### config.mk
export PLATFORM = sky130hd
export DESIGN_NAME = fpu_arbiter_flat
export DESIGN_NICKNAME = d
export VERILOG_FILES = /design/src/rtl/fpu_arb_pkg.sv /design/src/rtl/fpu_arbiter_if.sv /design/src/rtl/fpu_arb_picker.sv /design/src/rtl/fpu_arbiter.sv /design/src/flat_wrapper.sv
export SDC_FILE = /design/constraint.sdc
export NUM_CORES = 1
export LEC_CHECK = 0
export CELL_PAD_IN_SITES_DETAIL_PLACEMENT = 2
export CELL_PAD_IN_SITES_GLOBAL_PLACEMENT = 2
export CORE_ASPECT_RATIO = 1.4
export CORE_MARGIN = 2
export CORE_UTILIZATION = 19
export DETAILED_ROUTE_END_ITERATION = 8
export PLACE_DENSITY = 0.95
export SYNTH_ARGS = -nofsm -noshare
export SYNTH_HDL_FRONTEND = slang
export SYNTH_HIERARCHICAL = 1
export SYNTH_SLANG_ARGS = --single-unit
export TNS_END_PERCENT = 10
### constraint.sdc
create_clock -name i_clk -period 2.82 [get_ports i_clk]
set_clock_uncertainty 0.15 [all_clocks]
set_input_delay 0.564 -clock i_clk [delete_from_list [all_inputs] [get_ports i_clk]]
set_output_delay 0.564 -clock i_clk [all_outputs]
set_load 0.1 [all_outputs]
### src/rtl/fpu_arb_pkg.sv
// Shared encodings and tag type for the FPU arbiter.
// ID_W covers the largest supported requester count (8).
package fpu_arb_pkg;

   localparam int FPU_LAT_DEF = 2;
   localparam int MAX_REQ     = 8;
   localparam int ID_W        = $clog2(MAX_REQ);

   localparam logic OP_ADD = 1'b0;
   localparam logic OP_SUB = 1'b1;

   typedef struct packed {
      logic            vld;
      logic [ID_W-1:0] id;
   } tag_t;

endpackage

### src/rtl/fpu_arbiter_if.sv
// Requester, FPU issue and response signals of the FPU arbiter.
// slave is the arbiter's view, master is the surrounding requesters/FPU.
interface fpu_arbiter_if #(
   parameter int NUM_REQ = 4,
   parameter int NUM_OP  = 1
);
   logic [NUM_REQ-1:0]        i_req_valid;
   logic [NUM_REQ-1:0]        o_req_ready;
   logic [NUM_REQ*NUM_OP-1:0] i_req_op;
   logic [NUM_REQ*32-1:0]     i_req_a;
   logic [NUM_REQ*32-1:0]     i_req_b;
   logic [NUM_OP-1:0]         o_fpu_alu_op;
   logic [31:0]               o_fpu_data_a;
   logic [31:0]               o_fpu_data_b;
   logic [31:0]               i_fpu_result;
   logic [NUM_REQ-1:0]        o_rsp_valid;
   logic [31:0]               o_rsp_data;
   logic                      o_busy;

   modport slave (
      input  i_req_valid, i_req_op, i_req_a, i_req_b, i_fpu_result,
      output o_req_ready, o_fpu_alu_op, o_fpu_data_a, o_fpu_data_b,
             o_rsp_valid, o_rsp_data, o_busy
   );

   modport master (
      output i_req_valid, i_req_op, i_req_a, i_req_b, i_fpu_result,
      input  o_req_ready, o_fpu_alu_op, o_fpu_data_a, o_fpu_data_b,
             o_rsp_valid, o_rsp_data, o_busy
   );
endinterface

### src/rtl/fpu_arb_picker.sv
// Combinational one-hot grant; round-robin from ptr_i with FPU_ARB_ROUND_ROBIN_EN,
// otherwise lowest index wins and ptr_i is ignored.
module fpu_arb_picker
   import fpu_arb_pkg::*;
#(
   parameter int NUM_REQ = 4,
   localparam int IDX_W  = $clog2(NUM_REQ)
) (
   input  logic [NUM_REQ-1:0] req_i,
   input  logic [IDX_W-1:0]   ptr_i,
   output logic [NUM_REQ-1:0] gnt_o,
   output logic [IDX_W-1:0]   idx_o,
   output logic               any_o
);

   always_comb begin
      gnt_o = '0;
      idx_o = '0;
      any_o = 1'b0;
`ifdef FPU_ARB_ROUND_ROBIN_EN
      // First pass searches ptr..NUM_REQ-1; the plain pass below supplies the wrap.
      for (int i = 0; i < NUM_REQ; i++) begin
         if (!any_o && req_i[i] && (IDX_W'(i) >= ptr_i)) begin
            any_o    = 1'b1;
            gnt_o[i] = 1'b1;
            idx_o    = IDX_W'(i);
         end
      end
`endif
      for (int i = 0; i < NUM_REQ; i++) begin
         if (!any_o && req_i[i]) begin
            any_o    = 1'b1;
            gnt_o[i] = 1'b1;
            idx_o    = IDX_W'(i);
         end
      end
   end

`ifndef FPU_ARB_ROUND_ROBIN_EN
   logic unused_ptr;
   assign unused_ptr = ^ptr_i;
`endif

endmodule

### src/rtl/fpu_arbiter.sv
// Shares one pipelined FPU among NUM_REQ requesters; response 3 cycles after accept, unstallable.
// Ready is the combinational grant; FPU_ARB_ROUND_ROBIN_EN selects round-robin over fixed priority.
module fpu_arbiter
   import fpu_arb_pkg::*;
#(
   parameter int NUM_REQ = 4,
   parameter int NUM_OP  = 1,
   parameter int FPU_LAT = FPU_LAT_DEF
) (
   input  logic         i_clk,
   input  logic         i_rst_n,
   fpu_arbiter_if.slave bus
);
   localparam int IDX_W = $clog2(NUM_REQ);
   localparam int NSTG  = FPU_LAT + 1;
   localparam int CNT_W = $clog2(FPU_LAT + 2);

   logic [NUM_REQ-1:0] gnt;
   logic [IDX_W-1:0]   win;
   logic               xfer;
   logic [IDX_W-1:0]   ptr;

   fpu_arb_picker #(.NUM_REQ(NUM_REQ)) u_picker (
      .req_i (bus.i_req_valid),
      .ptr_i (ptr),
      .gnt_o (gnt),
      .idx_o (win),
      .any_o (xfer)
   );

   assign bus.o_req_ready = gnt;

`ifdef FPU_ARB_ROUND_ROBIN_EN
   logic [IDX_W-1:0] ptr_d, ptr_q;

   always_comb begin
      ptr_d = ptr_q;
      if (xfer) ptr_d = (win == IDX_W'(NUM_REQ - 1)) ? '0 : win + 1'b1;
   end

   always_ff @(posedge i_clk or negedge i_rst_n) begin
      if (!i_rst_n) ptr_q <= '0;
      else          ptr_q <= ptr_d;
   end

   assign ptr = ptr_q;
`else
   assign ptr = '0;
`endif

   logic [NUM_OP-1:0] op_d, op_q;
   logic [31:0]       a_d, a_q, b_d, b_q;

   // Idle cycles issue 0+0 so the FPU never holds stale operands.
   always_comb begin
      op_d = NUM_OP'(OP_ADD);
      a_d  = '0;
      b_d  = '0;
      for (int i = 0; i < NUM_REQ; i++) begin
         if (gnt[i]) begin
            op_d = bus.i_req_op[i*NUM_OP +: NUM_OP];
            a_d  = bus.i_req_a[i*32 +: 32];
            b_d  = bus.i_req_b[i*32 +: 32];
         end
      end
   end

   tag_t [NSTG-1:0] tag_d, tag_q;
   tag_t            tag_last;

   always_comb begin
      tag_d[0].vld = xfer;
      tag_d[0].id  = ID_W'(win);
      for (int k = 1; k < NSTG; k++) tag_d[k] = tag_q[k-1];
   end

   assign tag_last = tag_q[NSTG-1];

   logic [NUM_REQ-1:0] rsp_vld;
   logic               rsp_any;

   always_comb begin
      rsp_vld = '0;
      for (int i = 0; i < NUM_REQ; i++) begin
         rsp_vld[i] = tag_last.vld && (tag_last.id == ID_W'(i));
      end
   end

   assign rsp_any = |rsp_vld;

   logic [CNT_W-1:0] cnt_d, cnt_q;

   always_comb begin
      cnt_d = cnt_q;
      if (xfer && !rsp_any)      cnt_d = cnt_q + 1'b1;
      else if (!xfer && rsp_any) cnt_d = cnt_q - 1'b1;
   end

   always_ff @(posedge i_clk or negedge i_rst_n) begin
      if (!i_rst_n) begin
         op_q  <= '0;
         a_q   <= '0;
         b_q   <= '0;
         tag_q <= '0;
         cnt_q <= '0;
      end else begin
         op_q  <= op_d;
         a_q   <= a_d;
         b_q   <= b_d;
         tag_q <= tag_d;
         cnt_q <= cnt_d;
      end
   end

   assign bus.o_fpu_alu_op = op_q;
   assign bus.o_fpu_data_a = a_q;
   assign bus.o_fpu_data_b = b_q;
   assign bus.o_rsp_valid  = rsp_vld;
   assign bus.o_rsp_data   = bus.i_fpu_result;
   assign bus.o_busy       = (cnt_q != '0);

endmodule
### src/flat_wrapper.sv
// flat-port wrapper written by rule: the top's interface ports become plain ports
module fpu_arbiter_flat import fpu_arb_pkg::*;
#(
   parameter int NUM_REQ = 4,
   parameter int NUM_OP  = 1,
   parameter int FPU_LAT = FPU_LAT_DEF
)
  (i_clk, i_rst_n, bus_i_req_valid, bus_i_req_op, bus_i_req_a, bus_i_req_b, bus_i_fpu_result, bus_o_req_ready, bus_o_fpu_alu_op, bus_o_fpu_data_a, bus_o_fpu_data_b, bus_o_rsp_valid, bus_o_rsp_data, bus_o_busy);
  fpu_arbiter_if #(.NUM_REQ(NUM_REQ), .NUM_OP(NUM_OP)) bus_i ();
  input  logic i_clk;
  input  logic i_rst_n;
  input wire logic [$bits(bus_i.i_req_valid)-1:0] bus_i_req_valid;
  input wire logic [$bits(bus_i.i_req_op)-1:0] bus_i_req_op;
  input wire logic [$bits(bus_i.i_req_a)-1:0] bus_i_req_a;
  input wire logic [$bits(bus_i.i_req_b)-1:0] bus_i_req_b;
  input wire logic [$bits(bus_i.i_fpu_result)-1:0] bus_i_fpu_result;
  output wire logic [$bits(bus_i.o_req_ready)-1:0] bus_o_req_ready;
  output wire logic [$bits(bus_i.o_fpu_alu_op)-1:0] bus_o_fpu_alu_op;
  output wire logic [$bits(bus_i.o_fpu_data_a)-1:0] bus_o_fpu_data_a;
  output wire logic [$bits(bus_i.o_fpu_data_b)-1:0] bus_o_fpu_data_b;
  output wire logic [$bits(bus_i.o_rsp_valid)-1:0] bus_o_rsp_valid;
  output wire logic [$bits(bus_i.o_rsp_data)-1:0] bus_o_rsp_data;
  output wire logic [$bits(bus_i.o_busy)-1:0] bus_o_busy;
  assign bus_i.i_req_valid = bus_i_req_valid;
  assign bus_i.i_req_op = bus_i_req_op;
  assign bus_i.i_req_a = bus_i_req_a;
  assign bus_i.i_req_b = bus_i_req_b;
  assign bus_i.i_fpu_result = bus_i_fpu_result;
  assign bus_o_req_ready = bus_i.o_req_ready;
  assign bus_o_fpu_alu_op = bus_i.o_fpu_alu_op;
  assign bus_o_fpu_data_a = bus_i.o_fpu_data_a;
  assign bus_o_fpu_data_b = bus_i.o_fpu_data_b;
  assign bus_o_rsp_valid = bus_i.o_rsp_valid;
  assign bus_o_rsp_data = bus_i.o_rsp_data;
  assign bus_o_busy = bus_i.o_busy;
  fpu_arbiter #(.NUM_REQ(NUM_REQ), .NUM_OP(NUM_OP), .FPU_LAT(FPU_LAT)) u_core (.i_clk(i_clk), .i_rst_n(i_rst_n), .bus(bus_i));
endmodule
==> metrics.md, run 1 <==
| Metric | Value |
|---|---|
| Clock Tree Buf Depth | `2` |
| Number of cells after detailed placement | `1033` |
| Worst EP arrival | `1.91 ns` |
| Cell count after synthesis | `434` |
| Die area | `26600 µm²` |
| Category of the worst setup path launch point | `primary input` |
| Post-route cell area | `8650 µm²` |
| Startpoint of the worst-slack reg-to-reg timing path | `u_core/tag_last[3]$_DFF_PN0_` |
| Maximum number of pins on one net before global-route repair | `63` |
| Data required time at the worst endpoint | `2.11 ns` |
| Quantity of I/O buffers inserted on ports | `339` |
| Setup repair after global routing missed its margin | `no` |
| Number of fill cells in the layout | `2656` |
| Startpoint of the most critical setup path | `bus_i_req_valid[0]` |
| Setup crit end kind | `primary output` |
| Cts repair resizes | `0` |
| Endpoints failing hold | `0` |
| Layout Area Growth over Synthesis | `80.0%` |
| Worst reg2reg path endpoint | `u_core/cnt_q[1]$_DFFE_PN0P_` |
| Status | `finished, final reports clean` |
| Ratio of final minimum period to clock period | `0.929` |
| Later-pin clock latency in the skew report | `0.34 ns` |
| Count of final max-slew check failures | `0` |
| Share of final-layout standard cells stronger than drive strength 1 | `0.294` |
| Fin crit period | `2.62 ns` |
| Total half-perimeter wirelength after legalization and detailed placement | `18100 µm` |
| Leakage power summed over all cells | `3.38 nW` |
| Wire length of the first global-routing pass | `33500 µm` |
| Worst setup margin | `0.200 ns` |
| Total power of the final layout | `0.00467 W` |
| Number of global-route vias before repair | `5649` |
| Clock-pin transition on the worst setup and hold timing paths | `0.06 ns` |
| End point of the critical path | `bus_o_req_ready[2]` |
| # setup viols final | `0` |
| CTS tree | `built` |
| Maximum VDD drop | `0.000254 V` |
| Detailed-route via count | `4774` |
| Post-placement cell area | `8270 µm²` |
| Combined area of the multi-input logic cells | `2440 µm²` |
| Clock tree root buffer cell | `clkbuf_16` |
| Number of antenna violations at the first check in global routing | `0` |
| Standard cell core area | `24800 µm²` |
| Detailed Route Iter0 Violations | `82` |
| Avg Inst Size Synth | `11.1 µm²` |
| Number of standard-cell rows in the floorplan | `68` |
| TritonCTS Buffers | `9` |
| Number of clock sinks | `76` |
| Maximum clock frequency | `382 MHz` |
| H-tree depth reported by CTS | `3` |
| Total congestion overflow after global routing | `0` |
| Accumulated negative setup slack | `0 ns` |
| Final layout net count | `1029` |
| Max-cap viol count | `0` |
| Wire length per cell after detailed routing | `21.6 µm` |
| I/O pin count | `404` |
| Warnings from Yosys | `6` |
| Initial Util | `0.194` |
| Type of the worst setup path | `primary input to primary output` |
| Worst hold path class | `flop to flop` |
| Die W | `138 µm` |
| Number of iterations in the first detailed-routing pass | `4` |
| Power density over cell area | `540 nW/µm²` |
| Antenna Violating Nets Remaining | `0` |
| Highest fanout seen on the critical path | `9` |
| Post-route non-filler standard cell count | `1050` |
| Count of antenna diodes in the layout | `0` |
| DRC viols | `0` |
| Worst Max-Slew Pin Slew | `0.432 ns` |
| Worst reg2reg path depth | `5` |
| Worst slew margin | `0.711` |
| Die height | `192 µm` |
| Register-to-register setup slack | `1.48 ns` |
| Netlist Area Pre-Place | `4800 µm²` |
| Area of all sequential standard cells | `1900 µm²` |
| Routability-driven placement congestion ratio | `0.823` |
| Total Routed Length | `22700 µm` |
| Placement-stage worst setup slack | `0.115 ns` |
| Synthesized net count | `733` |
| Overall track demand over capacity in global routing | `0.166` |
| Vias per cell | `4.55` |
==> timing repair <==
| item | CTS | global route |
|---|---|---|
| setup buffers | 0 | 0 |
| hold buffers | 1 | 0 |
| setup endpoints to repair | 0 | 0 |
| endpoints found under the hold margin | 7 | 0 |
==> how the worst min path moves through the flow <==
stage                                          start                                end  slack [ns]  depth (start not counted)
after global routing      u_core/tag_d[11]$_DFF_PN0_       u_core/tag_last[3]$_DFF_PN0_        0.22                          0
final                      u_core/tag_d[5]$_DFF_PN0_          u_core/tag_d[9]$_DFF_PN0_        0.21                          0
after global placement     u_core/tag_d[5]$_DFF_PN0_          u_core/tag_d[9]$_DFF_PN0_        0.18                          0
after CTS                  u_core/tag_d[5]$_DFF_PN0_          u_core/tag_d[9]$_DFF_PN0_        0.21                          0
after detailed placement   u_core/tag_d[8]$_DFF_PN0_       u_core/tag_last[0]$_DFF_PN0_        0.19                          0
after floorplan                              i_rst_n  u_core/bus.o_fpu_alu_op$_DFF_PN0_        0.12                          0
==> layer usage <==
metal	global-route usage	up-vias	share of wire
li1	-	2161	-
met1	0.163	2322	0.34
met2	0.311	219	0.54
met3	0.0471	72	0.072
met4	0.0985	0	0.055
met5	0	-	0
==> sequential cells by signal, summed over array words and instances (netlist names) <==
signal and cells:
u_core/tag_last 3, u_core/cnt_q 2, u_core/bus.o_fpu_alu_op 1, u_core/bus.o_fpu_data_a 32
u_core/tag_d 6, u_core/bus.o_fpu_data_b 32
==> report_power, final <==
part           leakage [nW]  switching, W  internal [W]
Clock                 0.177      0.000496      0.000981
Combinational          2.27       0.00125      0.000682
Sequential            0.934     0.0000523       0.00121
==> placed cells by master, fill, tap and decap left out <==
master             n
dlygate4sd3_1      1
clkbuf_8           1
dfrtp_1           76
a221oi_2          50
nor3b_2            1
nor2_4             1
o31ai_1           15
xor2_1             2
nor3_4             1
nor2b_1           65
and2_4             1
and3_1             1
clkdlybuf4s50_1  264
clkbuf_1           2
a21oi_1            1
a221oi_1          15
or2_2              1
inv_1              2
bufinv_16          4
clkbuf_16          9
nand2b_4           1
nor2_1             4
buf_4             81
xnor2_1            1
buf_12            14
nor2b_4            1
nand2_1           67
o31ai_2           50
nor3_1             2
ha_1               1
==> critical path: stages <==
cell	delay (ns)
clkdlybuf4s50_1	0.62
nor2_1	0.24
and2_4	0.28
buf_12	0.20
==> layout make-up <==
type	instances	share of cell area
flip-flops and latches	76	0.220
multi-input cells	281	0.282
well taps	315	0.0456
clock inverters	4	0.0139
clock buffers	12	0.0285
inverters	2	0.000868
repair buffers	360	0.409
==> stage by stage <==
step / utilization / hold WS, ns
after detailed placement: 0.334 / 0.192
after global placement: 0.334 / 0.183
final: 0.349 / 0.205
after global routing: 0.349 / 0.225
after CTS: 0.349 / 0.208
after floorplan: - / 0.118
Note: power is estimated with default switching activity, not from simulation.
==> inputs of run 2 (changes only) <==
--- a/config.mk
+++ b/config.mk
@@ -9,11 +9,10 @@
 export CELL_PAD_IN_SITES_GLOBAL_PLACEMENT = 2
 export CORE_ASPECT_RATIO = 1.4
 export CORE_MARGIN = 2
-export CORE_UTILIZATION = 19
+export CORE_UTILIZATION = 16
 export DETAILED_ROUTE_END_ITERATION = 8
-export PLACE_DENSITY = 0.95
+export PLACE_DENSITY = 0.93
 export SYNTH_ARGS = -nofsm -noshare
 export SYNTH_HDL_FRONTEND = slang
-export SYNTH_HIERARCHICAL = 1
 export SYNTH_SLANG_ARGS = --single-unit
 export TNS_END_PERCENT = 10
==> metrics.md, run 2 <==
| Metric | Value |
|---|---|
| Status | `finished, final reports clean (unchanged)` |
| Share of final-layout standard cells stronger than drive strength 1 | `0.159 (was 0.294)` |
| Post-route non-filler standard cell count | `970 (was 1050)` |
| Synth Area in Compound Gates | `0.282` |
| Combinational group share of total power | `0.410 (was 0.413)` |
| Worst Max-Slew Pin Slew | `0.667 ns (was 0.432 ns)` |
| Area share of the leading cell type in the synthesized netlist | `0.471` |
| Die W | `138 µm (about the same)` |
| Worst setup margin | `0.395 ns (was 0.200 ns)` |
| Leading post-synthesis cells by cell area | `dfrtp_1, a221oi_1, o2bb2ai_1` |
| Post-route cell area | `7610 µm² (was 8650 µm²)` |
| TritonCTS Buffers | `9 (unchanged)` |
| Highest fanout seen on the critical path | `3 (was 9)` |
| Sequential fraction of the synthesis area | `0.471` |
| NetSw | `0.00157 W (was 0.00179 W)` |
| Maximum number of pins on one net before global-route repair | `68 (was 63)` |
| Worst stage delay on the critical path | `0.53 ns (was 0.62 ns)` |
| Clock Tree Buf Depth | `2 (unchanged)` |
| Worst hold path class | `flop to flop (unchanged)` |
| Post-placement cell area | `7340 µm² (was 8270 µm²)` |
| Setup repair after global routing missed its margin | `no (unchanged)` |
| Category of the worst setup path launch point | `primary input (unchanged)` |
| Synthesized net count | `660 (was 733)` |
| Setup crit end kind | `primary output (unchanged)` |
| Number of standard-cell rows in the floorplan | `68 (unchanged)` |
| Netlist Area Pre-Place | `4040 µm² (was 4800 µm²)` |
| Final layout net count | `950 (was 1029)` |
| Worst EP arrival | `1.71 ns (was 1.91 ns)` |
| I/O pin count | `404 (unchanged)` |
| Max-cap viol count | `0 (unchanged)` |
| Standard cell core area | `24800 µm² (unchanged)` |
| Number of iterations in the first detailed-routing pass | `4 (unchanged)` |
| Adder-cell share of the synthesized area | `0.00310` |
| Number of global-route vias before repair | `4918 (was 5649)` |
| Post-synthesis simple-gate area fraction | `0.124` |
| Combined area of the multi-input logic cells | `1690 µm² (was 2440 µm²)` |
| Clock tree root buffer cell | `clkbuf_16 (unchanged)` |
| # setup viols final | `0 (unchanged)` |
| Die area | `26500 µm² (was 26600 µm²)` |
| Hold Path Stages | `0 (unchanged)` |
| Later-pin clock latency in the skew report | `0.34 ns (about the same)` |
| Total half-perimeter wirelength after legalization and detailed placement | `16300 µm (was 18100 µm)` |
| Placement-stage worst setup slack | `0.366 ns (was 0.115 ns)` |
| Detailed-route via count | `4332 (was 4774)` |
| Initial Util | `0.163 (was 0.194)` |
| Most used cells in the layout excluding fill and tap cells | `clkdlybuf4s50_1, buf_4, dfrtp_1, nor2b_1 (was clkdlybuf4s50_1, buf_4, dfrtp_1, nand2_1, nor2b_1)` |
| Cell variety after synth | `23` |
| Wire length per cell after detailed routing | `21.4 µm (was 21.6 µm)` |
| Wire length of the first global-routing pass | `30400 µm (was 33500 µm)` |
| Largest area contributor in the netlist | `dfrtp_1` |
| Quantity of I/O buffers inserted on ports | `339 (unchanged)` |
| Cell-internal power | `0.00237 W (was 0.00287 W)` |
| Number of cells after detailed placement | `954 (was 1033)` |
| DRC viols | `0 (unchanged)` |
| Dominant register cell in the synthesized netlist | `dfrtp_1` |
| Most common cell after layout, fill and taps aside | `clkdlybuf4s50_1 (unchanged)` |
| Warnings from Yosys | `0 (was 6)` |
| Post-CTS Repair Setup Buffers | `0 (unchanged)` |
| Type of the worst setup path | `primary input to primary output (unchanged)` |
| Number of fill cells in the layout | `2677 (was 2656)` |
| CTS tree | `built (unchanged)` |
| Avg Inst Size Synth | `11.2 µm² (was 11.1 µm²)` |
| Antenna Violating Nets Remaining | `0 (unchanged)` |
| Switching portion of total power | `0.399 (was 0.384)` |
| Detailed Route Iter0 Violations | `119 (was 82)` |
| Total Routed Length | `20700 µm (was 22700 µm)` |
| Maximum VDD drop | `0.000307 V (was 0.000254 V)` |
| Total congestion overflow after global routing | `0 (unchanged)` |
| Worst slew margin | `0.555 (was 0.711)` |
| Number of synthesized register bits | `76` |
| Leakage power summed over all cells | `2.90 nW (was 3.38 nW)` |
| CP max stage cell | `clkdlybuf4s50_1 (unchanged)` |
| Clock-pin transition on the worst setup and hold timing paths | `0.06 ns (about the same)` |
| Worst reg2reg path depth | `5 (unchanged)` |
| Layout Area Growth over Synthesis | `88.7% (was 80.0%)` |
| Final core utilization | `0.308 (was 0.349)` |
| Cell-by-cell trace of the critical path | `clkdlybuf4s50_1, nor3b_2, buf_12 (was clkdlybuf4s50_1, nor2_1, and2_4, buf_12)` |
| Data required time at the worst endpoint | `2.11 ns (about the same)` |
| Area of all sequential standard cells | `1900 µm² (unchanged)` |
| Combinational family with the most area after synthesis | `compound AO/OA/AOI/OAI gates` |
| Overall track demand over capacity in global routing | `0.153 (was 0.166)` |
| Routability-driven placement congestion ratio | `0.800 (was 0.823)` |
| Power density over cell area | `519 nW/µm² (was 540 nW/µm²)` |
| Xor and xnor fraction of the mapped netlist area | `0.00651` |
| Cts repair resizes | `0 (unchanged)` |
| Ratio of final minimum period to clock period | `0.860 (was 0.929)` |
| Cell count after synthesis | `361 (was 434)` |
| H-tree depth reported by CTS | `3 (unchanged)` |
| Post-synthesis mux area share | `0` |
| Number of antenna violations at the first check in global routing | `1 (was 0)` |
| Total power of the final layout | `0.00395 W (was 0.00467 W)` |
| Fin crit period | `2.42 ns (was 2.62 ns)` |
| Sequential share of power | `0.314 (was 0.271)` |
| Top cells by instance count after synthesis | `dfrtp_1, nor2b_1, a221oi_1, o2bb2ai_1, buf_4` |
| Number of clock sinks | `76 (unchanged)` |
| Vias per cell | `4.47 (was 4.55)` |
| Proportion of synthesized flip-flops having asynchronous set or reset | `1.00` |
| Clock Power Share | `0.275 (was 0.316)` |
| Maximum clock frequency | `412 MHz (was 382 MHz)` |
| Die height | `192 µm (about the same)` |
| Number of synthesized flops with an enable pin | `0` |
| Endpoints failing hold | `0 (unchanged)` |
| Top-count cell post-synth | `dfrtp_1` |
| Count of final max-slew check failures | `0 (unchanged)` |
run 2: final timing paths:
check | from | to | slack (ns)
max in group asynchronous | i_rst_n | u_core.bus.o_fpu_data_b[0]$_DFF_PN0_ | 1.37
worst min-delay path | u_core.tag_d[8]$_DFF_PN0_ | u_core.tag_last[0]$_DFF_PN0_ | 0.20
worst max-delay path | bus_i_req_valid[2] | bus_o_req_ready[2] | 0.40
worst max register to register | u_core.tag_last[3]$_DFF_PN0_ | u_core.cnt_q[1]$_DFFE_PN0P_ | 1.46
worst min register to register | u_core.tag_d[8]$_DFF_PN0_ | u_core.tag_last[0]$_DFF_PN0_ | 0.20
min in group asynchronous | i_rst_n | u_core.bus.o_fpu_data_b[16]$_DFF_PN0_ | 0.52
run 2: layout make-up:
| type | count | area share |
|---|---|---|
| antenna | 1 | 0.000329 |
| clock buffer | 11 | 0.0319 |
| clock inverter | 3 | 0.00197 |
| inverter | 1 | 0.000493 |
| multi-input combinational | 214 | 0.222 |
| sequential | 76 | 0.250 |
| tap | 315 | 0.0518 |
| timing repair buffer | 349 | 0.442 |
run 2: layer usage:
metal | track usage | vias to the layer above | part of all wire
met3 | 0.0374 | 53 | 0.059
met4 | 0.0863 | 0 | 0.045
met1 | 0.160 | 2140 | 0.36
met2 | 0.281 | 210 | 0.54
li1 | - | 1929 | -
met5 | 0 | - | 0
run 2: repair_timing:
| action | 4_1_cts | 5_1_grt |
|---|---|---|
| hold endpoints to repair | 20 | 0 |
| setup endpoints to repair | 0 | 0 |
| hold buffers | 1 | 0 |
run 2: critical path: cells and delay by family:
family | cells | cell delay (ns)
AND/OR/NAND/NOR | 1 | 0.39
buffers and inverters | 2 | 0.76
run 2: power groups by stage:
| stage | Sequential, W | Clock [W] | Combinational [W] |
|---|---|---|---|
| 2_1_floorplan | 0.00189 | 0 | 0.000530 |
| 6_report | 0.00124 | 0.00109 | 0.00162 |
| 3_5_place_dp | 0.00126 | 0 | 0.00164 |
| 3_3_place_gp | 0.00126 | 0 | 0.00161 |
| 4_1_cts | 0.00124 | 0.00114 | 0.00164 |
| 5_1_grt | 0.00125 | 0.00118 | 0.00169 |
run 2: cell families after synthesis:
family          Yosys count
compound gates          130
simple gates             80
flops                    76
buf+inv                  71
xor+xnor                  3
fa+ha+maj                 1
run 2: through the flow:
stage                     setup TNS [ns]  hold slack, ns
final                                  0           0.198
after global routing                   0           0.212
after CTS                              0           0.200
after detailed placement               0           0.186
after global placement                 0           0.181
after floorplan                   -0.982           0.118
